[config.mk]
export PLATFORM = sky130hd
export DESIGN_NAME = q_enc_velocity
export DESIGN_NICKNAME = d
export VERILOG_FILES = /design/src/rtl/q_enc_velocity.sv
export SDC_FILE = /design/constraint.sdc
export NUM_CORES = 1
export LEC_CHECK = 0
export ABC_AREA = 1
export ABC_CLOCK_PERIOD_IN_PS = 2200
export BUFFER_PORTS_ARGS = -buffer_cell sky130_fd_sc_hd__buf_2
export CAP_MARGIN = 5
export CORE_ASPECT_RATIO = 2
export CORE_MARGIN = 3
export CORE_UTILIZATION = 55
export CTS_BUF_LIST = sky130_fd_sc_hd__clkbuf_8
export DETAILED_ROUTE_END_ITERATION = 12
export HOLD_SLACK_MARGIN = 0.08
export PLACE_DENSITY = 0.86
export SYNTH_ARGS = -nofsm -noshare
export SYNTH_HDL_FRONTEND = slang
export SYNTH_SLANG_ARGS = --single-unit
[constraint.sdc]
create_clock -name clock -period 2.2 [get_ports clock]
set_clock_uncertainty 0.2 [all_clocks]
set_input_delay 0.55 -clock clock [delete_from_list [all_inputs] [get_ports clock]]
set_output_delay 0.55 -clock clock [all_outputs]
set_load 0.02 [all_outputs]
[src/rtl/q_enc_velocity.sv]
// Quadrature encoder velocity estimator: samples position once per PERIOD-clock window
// and reports the saturated count delta between consecutive samples.
module q_enc_velocity #(
  parameter int PERIOD = 50000,
  parameter int VEL_W  = 16
) (
  input  logic                    clock,
  input  logic                    sclr,
  input  logic                    ena,
  input  logic signed [31:0]      position,
  input  logic                    pos_error,
  output logic signed [VEL_W-1:0] velocity,
  output logic                    vel_valid,
  output logic                    sample_err,
  output logic                    overflow
);

  localparam int                  CNT_W = $clog2(PERIOD);
  localparam logic [CNT_W-1:0]    LAST  = CNT_W'(PERIOD - 1);
  localparam longint              VMAX  = (longint'(1) <<< (VEL_W - 1)) - 1;
  localparam longint              VMIN  = -(longint'(1) <<< (VEL_W - 1));

  typedef enum logic {PRIME, RUN} state_t;

  state_t                 state, state_nxt;
  logic [CNT_W-1:0]       cnt;
  logic                   tick;
  logic                   err_latch;
  logic signed [31:0]     prev_pos;
  logic signed [31:0]     delta_p0;
  logic                   vld_p0;
  logic                   err_p0;

  function automatic logic sat_clipped(input logic signed [31:0] d);
    return (longint'(d) > VMAX) || (longint'(d) < VMIN);
  endfunction

  function automatic logic signed [VEL_W-1:0] sat(input logic signed [31:0] d);
    if (longint'(d) > VMAX)      return VEL_W'(VMAX);
    else if (longint'(d) < VMIN) return VEL_W'(VMIN);
    else                         return VEL_W'(d);
  endfunction

  assign tick = ena && (cnt == LAST);

  always_comb begin
    state_nxt = state;
    if (tick) state_nxt = RUN;
  end

  // Window counter, state and error latch; a tick-cycle error belongs to the ending window
  always_ff @(posedge clock) begin
    if (sclr) begin
      cnt       <= '0;
      state     <= PRIME;
      err_latch <= 1'b0;
    end else begin
      state <= state_nxt;
      if (ena) cnt <= tick ? '0 : cnt + 1'b1;
      if (tick)           err_latch <= 1'b0;
      else if (pos_error) err_latch <= 1'b1;
    end
  end

  // Stage p0: sample position on the tick edge; modulo-2^32 subtraction absorbs counter wrap
  always_ff @(posedge clock) begin
    if (sclr) begin
      prev_pos <= '0;
      delta_p0 <= '0;
      vld_p0   <= 1'b0;
      err_p0   <= 1'b0;
    end else begin
      vld_p0 <= tick && (state == RUN);
      if (tick) begin
        prev_pos <= position;
        err_p0   <= err_latch | pos_error;
        if (state == RUN) delta_p0 <= position - prev_pos;
      end
    end
  end

  // Stage p1: saturate and publish; independent of ena so an in-flight sample completes
  always_ff @(posedge clock) begin
    if (sclr) begin
      velocity   <= '0;
      vel_valid  <= 1'b0;
      sample_err <= 1'b0;
      overflow   <= 1'b0;
    end else begin
      vel_valid <= vld_p0;
      if (vld_p0) begin
        velocity   <= sat(delta_p0);
        sample_err <= err_p0;
        if (sat_clipped(delta_p0)) overflow <= 1'b1;
      end
    end
  end

endmodule

# Word level (Yosys, flattened, before mapping)
# Index checks and enable logic that the tools add are counted.
[totals] regBits=103 in_bits=36 output_inout_bits=19 word_cells=26
[classes] addsub=2 magnitude_cmp=2 eq_ne=1 mux=3 n_bitwise=1 n_reduce_logical=6
[op_table] operator="2-to-1 mux 16 bit" count=3
[op_table] operator="> comparator 32 x 16 -> 1 bit, second input constant" count=1
[op_table] operator="less-than comparator 32 x 16 -> 1 bit, second input constant" count=1
[op_table] operator="subtractor 32 bit" count=1
[op_table] operator="adder 16 x 1 -> 16 bit, second input constant" count=1
[op_table] operator="equality test 16 bit, second input constant" count=1
[op_table] operator="AND reduction 2 bit" count=2
[op_table] operator="logical AND 1 bit" count=2
[op_table] operator="OR reduction 2 bit" count=1
[op_table] operator="logical OR 1 bit" count=1
[op_table] operator="bitwise OR 1 bit" count=1

# Longest topological paths before layout
# Gate-level depths: netlist (run 1).
[logic_depth] ltp_word=3 depth_mapped=16 mapped_depth_nobuf=16

# Worst setup path before layout (run 1)
# No wires, ideal clock.
[synth_path] kind="input port to flip-flop" from="in position[0]" to="reg delta_p0[16]" setup_ps=115 arrival_time_ps=1970 t_required_ps=1885 slack_ps=-86 path_stages=13 path_buffers=0 path_cell_list="inv_1 -> ha_1 -> fa_1 -> inv_1 -> nand3_1 -> nand3_1 -> nand2_1 -> nand3_1 -> nand2_1 -> nand3_1 -> nand2_1 -> o21ai_0 -> inv_1"
[synth_between] elab_chain_len=1
[synth_rtl] item="start, declared" line="10" text="input logic signed [31:0] position,"
[synth_rtl] item="subtractor 32 bit" line="77" text="if (state == RUN) delta_p0 <= position - prev_pos;"
[synth_rtl] item="end signal, assigned" line="77"
[synth_rtl] item="end, declared" line="30" text="logic signed [31:0] delta_p0;"
# Every way passes these cells.
# A chain may end at the register's enable or synchronous reset.

# Final worst setup path (run 1)
[layout_path] from="reg prev_pos[3]" to="reg delta_p0[9]"
[layout_between] elab_chain_len=1
[layout_rtl] item="start, declared" line="29" text="logic signed [31:0] prev_pos;"
[layout_rtl] item="start signal, assigned" line="75" text="prev_pos <= position;"
[layout_rtl] item="subtractor 32 bit" line="77"
# Every way passes these cells.

==> results of run 1 <==
## worst min-delay path by stage
stage | start | to | depth (start not counted)
after floorplan | prev_pos[0] | prev_pos[0] | 2
after global placement | prev_pos[0] | prev_pos[0] | 2
after detailed placement | overflow | overflow | 2
after CTS | pos_error | err_latch | 3
after global routing | pos_error | err_latch | 3
final | pos_error | err_latch | 3
## cell usage in the layout (no fill, tap or decap), types with 7 or more instances in the layout
cell type / instances
a21oi_1: 102
ha_1: 24
o21ai_0: 52
nor2_1: 62
nand2_1: 314
nand4_1: 18
dfxtp_1: 103
clkbuf_8: 9
ha_4: 7
nor2_2: 8
inv_1: 235
buf_2: 54
nand2_2: 16
nor3_1: 15
buf_4: 83
nand3_1: 52
## repair_timing
action / in CTS / in global routing
setup buffers: 0 / 0
endpoints found under the setup margin: 1 / 17
resized for setup: 1 / 43
pin swaps: 0 / 4
## power groups by stage
| stage | Combinational (uW) | Sequential [uW] | Clock (uW) |
|---|---|---|---|
| final | 607 | 1870 | 1180 |
| after global routing | 685 | 1870 | 1270 |
| after CTS | 572 | 1870 | 1210 |
| after detailed placement | 569 | 1910 | 0 |
| after global placement | 558 | 1910 | 0 |
| after floorplan | 341 | 1910 | 0 |
## metrics by stage
stage	area [um^2]	power [uW]
finish	8045	3653
global route	8045	3825
CTS	7846	3652
detailed placement	7651	2483
global placement	7651	2472
floorplan	6635	2255
## flip-flops by register name, summed over array words and instances, names as in the netlist
register	cells
sample_err	1
velocity	16
vel_valid	1
vld_p0	1
delta_p0	32
err_latch	1
overflow	1
prev_pos	32
cnt	16
state	1
err_p0	1
## area by class of cell
type | count | area share
clock inverters | 7 | 0.008243
well taps | 145 | 0.02255
inverters | 236 | 0.1101
repair buffers | 141 | 0.1210
flip-flops and latches | 103 | 0.2563
clock buffers | 9 | 0.01540
multi-input cells | 725 | 0.4664
## per-layer routing
| layer | up-vias | track usage |
|---|---|---|
| met1 | 3151 | 0.2673 |
| li1 | 3628 | - |
| met4 | 0 | 0.1332 |
| met5 | - | 0 |
| met3 | 66 | 0.03216 |
| met2 | 164 | 0.5054 |
## critical path, stage by stage (launching register included)
cell,delay [ns]
dfxtp_1,0.32
inv_1,0.05
ha_1,0.34
nand2_2,0.10
nor2_2,0.14
buf_4,0.14
nand3_1,0.06
nand3_1,0.16
inv_1,0.07
or2_2,0.27
nand3_1,0.09
nand2_1,0.06
inv_1,0.04
## cell families (layout without fill, tap and decap cells)
group                      after synthesis  count (layout)
and+or+nand+nor                        515             515
buffers and inverters                  262             393
AOI/OAI and AO/OA                      166             166
DFF                                    103             103
adders and majority gates               33              33
xor gates and xnor gates                11              11
==> impl_metrics.yaml, run 1 <==
grt:
  grt_pass1_vias: 6860
  grt_use_total: 0.2612
  grt_first_pass_wirelength_mm: 29.21
  grt_max_degree: 65
  grt_antenna_before_repair: 0
  grt_overflow: 0
power:
  swShare: 0.2994
  p_sw_uw: 1094
  p_per_area_nw_per_um2: 454.1
  pwr-share-seq: 0.512
  p_leak_uw: 0.004170
  ir_worst_vdd_uv: 423.3
  combPwrFrac: 0.166
  intPower_uw: 2560
  power.share.clock: 0.322
clock_tree:
  ctsLongestPathBuffers: 2
  cts_sinks: 103
  clk_latency_ns: 0.39
  holdBufCountCts: 0
  numCtsBuffers: 9
  cts_root_buffer: "clkbuf_8"
  cts_tree: "built"
  htree_levels: 3
  clk_pin_slew_ns: 0.11
hold_path:
  min_path_type: "input pin to register"
place:
  pre_cts_slack_ns: -0.3146
  place_inst: 1350
  portBuffers: 54
  dp_hpwl_mm: 13.86
  routabilityCongestion: 0.9548
sta:
  slew_viol_final: 0
  worstMarginPinSlew_ns: 0.4903
  relSlewSlack: 0.6731
  setup_viol: 0
  hold_viol: 0
  holdWs_ns: 0.1977
  fin_crit_sh: 0.9509
  rsz0062_at_grt: "yes"
  fin_crit_ns: 2.092
  worst_slack_ns: 0.1080
  fmax_mhz: 478.0
  tns_ns: 0
critical_path:
  r2r_slack_ns: 0.11
  crit_fanout: 4
  rr_worst_depth: 12
  startpoint_type: "register"
  worst-endpoint-arrival_ns: 2.23
  critical_path.endpoint: "delta_p0[9]"
  crit_type: "register to register"
  cp.required_ns: 2.34
  reg2reg_to: "delta_p0[9]"
  r2r_start: "prev_pos[3]"
  end_kind: "register"
  crit_start: "prev_pos[3]"
detailed_routing:
  wl_met2_mm: 9.383
  drt_wl_total_mm: 17.44
  firstDrtPassIters: 5
  vias: 7009
  via_per_inst: 5.131
  ant_nets: 0
  drt-initial-drc-count: 271
  met1_length_mm: 6.611
  wl_met3_um: 571
  drc: 0
  top_layer_used: "met4"
  wl_per_cell_um: 12.77
synth:
  yosysSeqAreaShare: 0.3114
  synth_top_family_by_area: "simple AND/OR/NAND/NOR gates"
  synth_edf_count: 0
  synth_cells: 1090
  synthFlopType: "dfxtp_1"
  avgSynthCellArea_um2: 6.076
  synthMuxAreaShare: 0
  yosysTopAreaCellShare: 0.3114
  syn-cell-area_um2: 6623
  synth_cell_types: 35
  synth_fa_ha_area_frac: 0.06348
  ys_ff_latch: 103
  yosysTopAreaCell: "dfxtp_1"
  synth_compound_area_frac: 0.1277
  yosys-top-cells-area: "dfxtp_1 (31%), nand2_1 (19%), inv_1 (13%), a21oi_1 (7.9%), ha_1 (6.0%)"
  synthArstFlopShare: 0
  synthMostInstantiatedCell: "nand2_1"
  synth_warnings: 0
  synth_simple_gate_area_frac: 0.3282
  synth_common_cells: "nand2_1 (329), inv_1 (235), a21oi_1 (105), dfxtp_1 (103), nor2_1 (71)"
  synthXorXnorAreaFrac: 0.01455
  synth_nets: 1159
floorplanning:
  ioPinCount: 55
  die_width_um: 83.59
  start_util: 0.5626
  die_area_um2: 13470
  fp-row-count: 56
  core_um2: 11770
  die-height_um: 161.2
flow_run:
  maxCapViolCount: 0
status:
  status: "completed"
finish:
  fill_cells: 1065
  final-seq-area_um2: 2062
  n_antenna_cell: 0
  multi_input_area_um2: 3752
  drive_above_1_share: 0.1736
  stdcell_count: 1366
  fin_nets: 1285
  fin_util: 0.6835
  area_growth_pct: 21.48
(Power assumes the default switching activity.)
==> inputs of run 2 (changes only) <==
Settings changed: ABC_CLOCK_PERIOD_IN_PS 2200 to 2640, PLACE_DENSITY 0.86 to 0.83.
Clock period 2.2 ns to 2.64 ns, I/O delays scaled along.
==> run 2 against run 1 <==
Cell count decreased by 4.3%; via count decreased by 4.7%; total power is 16% lower; core utilization is 5.7 points lower; flip-flop and latch count is the same; clock power decreased by 7%; critical path depth is 1 higher; routed wire length decreased by 6.8%; global-route usage decreased by 1.5 points.
==> impl_metrics.yaml, run 2 (synthesized netlist as in run 1, its figures left out) <==
finish:
  stdcell_count: 1307
  final_common_cell: "nand2_1"
  fin_util: 0.6265
  mostFrequentLayoutCells: "nand2_1 (329), inv_1 (236), a21oi_1 (105)"
  n_antenna_cell: 0
  drive_above_1_share: 0.09294
  area_growth_pct: 11.35
  top_regs: "delta_p0 (32), prev_pos (32)"
  fin_nets: 1226
status:
  status: "completed"
detailed_routing:
  vias: 6680
  drt-initial-drc-count: 348
  firstDrtPassIters: 6
  drt_wl_total_mm: 16.25
  via_per_inst: 5.111
  drc: 0
  wl_per_cell_um: 12.43
  ant_nets: 0
clock_tree:
  numCtsBuffers: 9
  htree_levels: 3
  ctsLongestPathBuffers: 2
  cts_tree: "built"
  clk_latency_ns: 0.39
  cts_root_buffer: "clkbuf_8"
  holdBufCountCts: 0
  cts_sinks: 103
  clk_pin_slew_ns: 0.11
sta:
  holdWs_ns: 0.2586
  fin_crit_sh: 0.8592
  relSlewSlack: 0.6305
  setup_viol: 0
  tns_ns: 0
  rsz0062_at_grt: "no"
  fmax_mhz: 440.9
  fin_crit_ns: 2.268
  slew_viol_final: 0
  worstMarginPinSlew_ns: 0.5543
  hold_viol: 0
floorplanning:
  start_util: 0.5626
  fp-row-count: 56
  die_area_um2: 13470
  die-height_um: 161.2
  ioPinCount: 55
  die_width_um: 83.59
  core_um2: 11770
critical_path:
  end_kind: "register"
  worst-endpoint-arrival_ns: 2.36
  cp.required_ns: 2.73
  crit_slowest_cell: "ha_1"
  path_cells: "buf_2 -> ha_1 -> nand2_1 -> nor2_1 -> nand3_1 -> nand2_1 -> nand2_1 -> nand2_1 -> nand2_1 -> nand3_1 -> nand3_1 -> nand2_1 -> inv_1"
  cpMostUsedCell: "nand2_1"
  crit_type: "input pin to register"
  slowest_delay_ns: 0.36
  crit_fanout: 4
  startpoint_type: "input pin"
grt:
  grt_antenna_before_repair: 0
  grt_pass1_vias: 6226
  grt_use_total: 0.2465
  grt_overflow: 0
  grt_first_pass_wirelength_mm: 27.61
  grt_max_degree: 65
power:
  p_leak_uw: 0.003855
  p_per_area_nw_per_um2: 417.0
  ir_worst_vdd_uv: 274.2
place:
  portBuffers: 54
  place_inst: 1288
  routabilityCongestion: 0.9327
  dp_hpwl_mm: 12.83
flow_run:
  maxCapViolCount: 0
hold_path:
  min_path_type: "register to register"
[run 2: metal layers]
metal,track usage,vias up,part of all wire
met1,0.2604,2970,0.39
met3,0.02654,52,0.032
li1,-,3506,-
met2,0.4648,152,0.53
met5,0,-,0
met4,0.1369,0,0.048
[run 2: final timing paths]
check	startpoint	to	slack, ns	depth (start not counted)
setup / recovery	position[6]	delta_p0[31]	0.37	13
hold / removal	prev_pos[0]	prev_pos[0]	0.26	2
setup reg to reg	prev_pos[6]	delta_p0[31]	0.38	13
hold reg to reg	prev_pos[0]	prev_pos[0]	0.26	2
[run 2: area by class of cell]
type                            instances  area (um^2)
Clock buffer                            9        123.9
Clock inverter                          7        92.59
Fill cell                            1196         4397
Inverter                              236        885.9
Multi-Input combinational cell        725         3536
Sequential cell                       103         2062
Tap cell                              145        181.4
Timing Repair Buffer                   82        493.0
[run 2: worst max-delay path, delay by kind of cell]
family | cells | cell delay, ns
fa+ha+maj | 1 | 0.36
buf+inv | 2 | 0.16
simple gates | 10 | 1.18
[run 2: power by group]
group | leakage, uW | switching (uW) | internal (uW)
sequential | 0.000830 | 3.08 | 1560
clock | 0.000113 | 630 | 465
combinational | 0.00291 | 267 | 153
total | 0.00385 | 900 | 2180
[run 2: per-stage QoR]
stage / power (uW) / cell area [um^2] / worst slack, ns
floorplan: 1878 / 6623 / 0.2441
global placement: 2005 / 7123 / 0.003716
detailed placement: 2010 / 7123 / -0.02599
CTS: 3099 / 7340 / 0.3505
global route: 3219 / 7375 / 0.2060
finish: 3075 / 7375 / 0.3718
[run 2: timing repair]
item | CTS | global route
setup buffers | 0 | 3
setup endpoints to repair | 0 | 1
resized for setup | 0 | 0
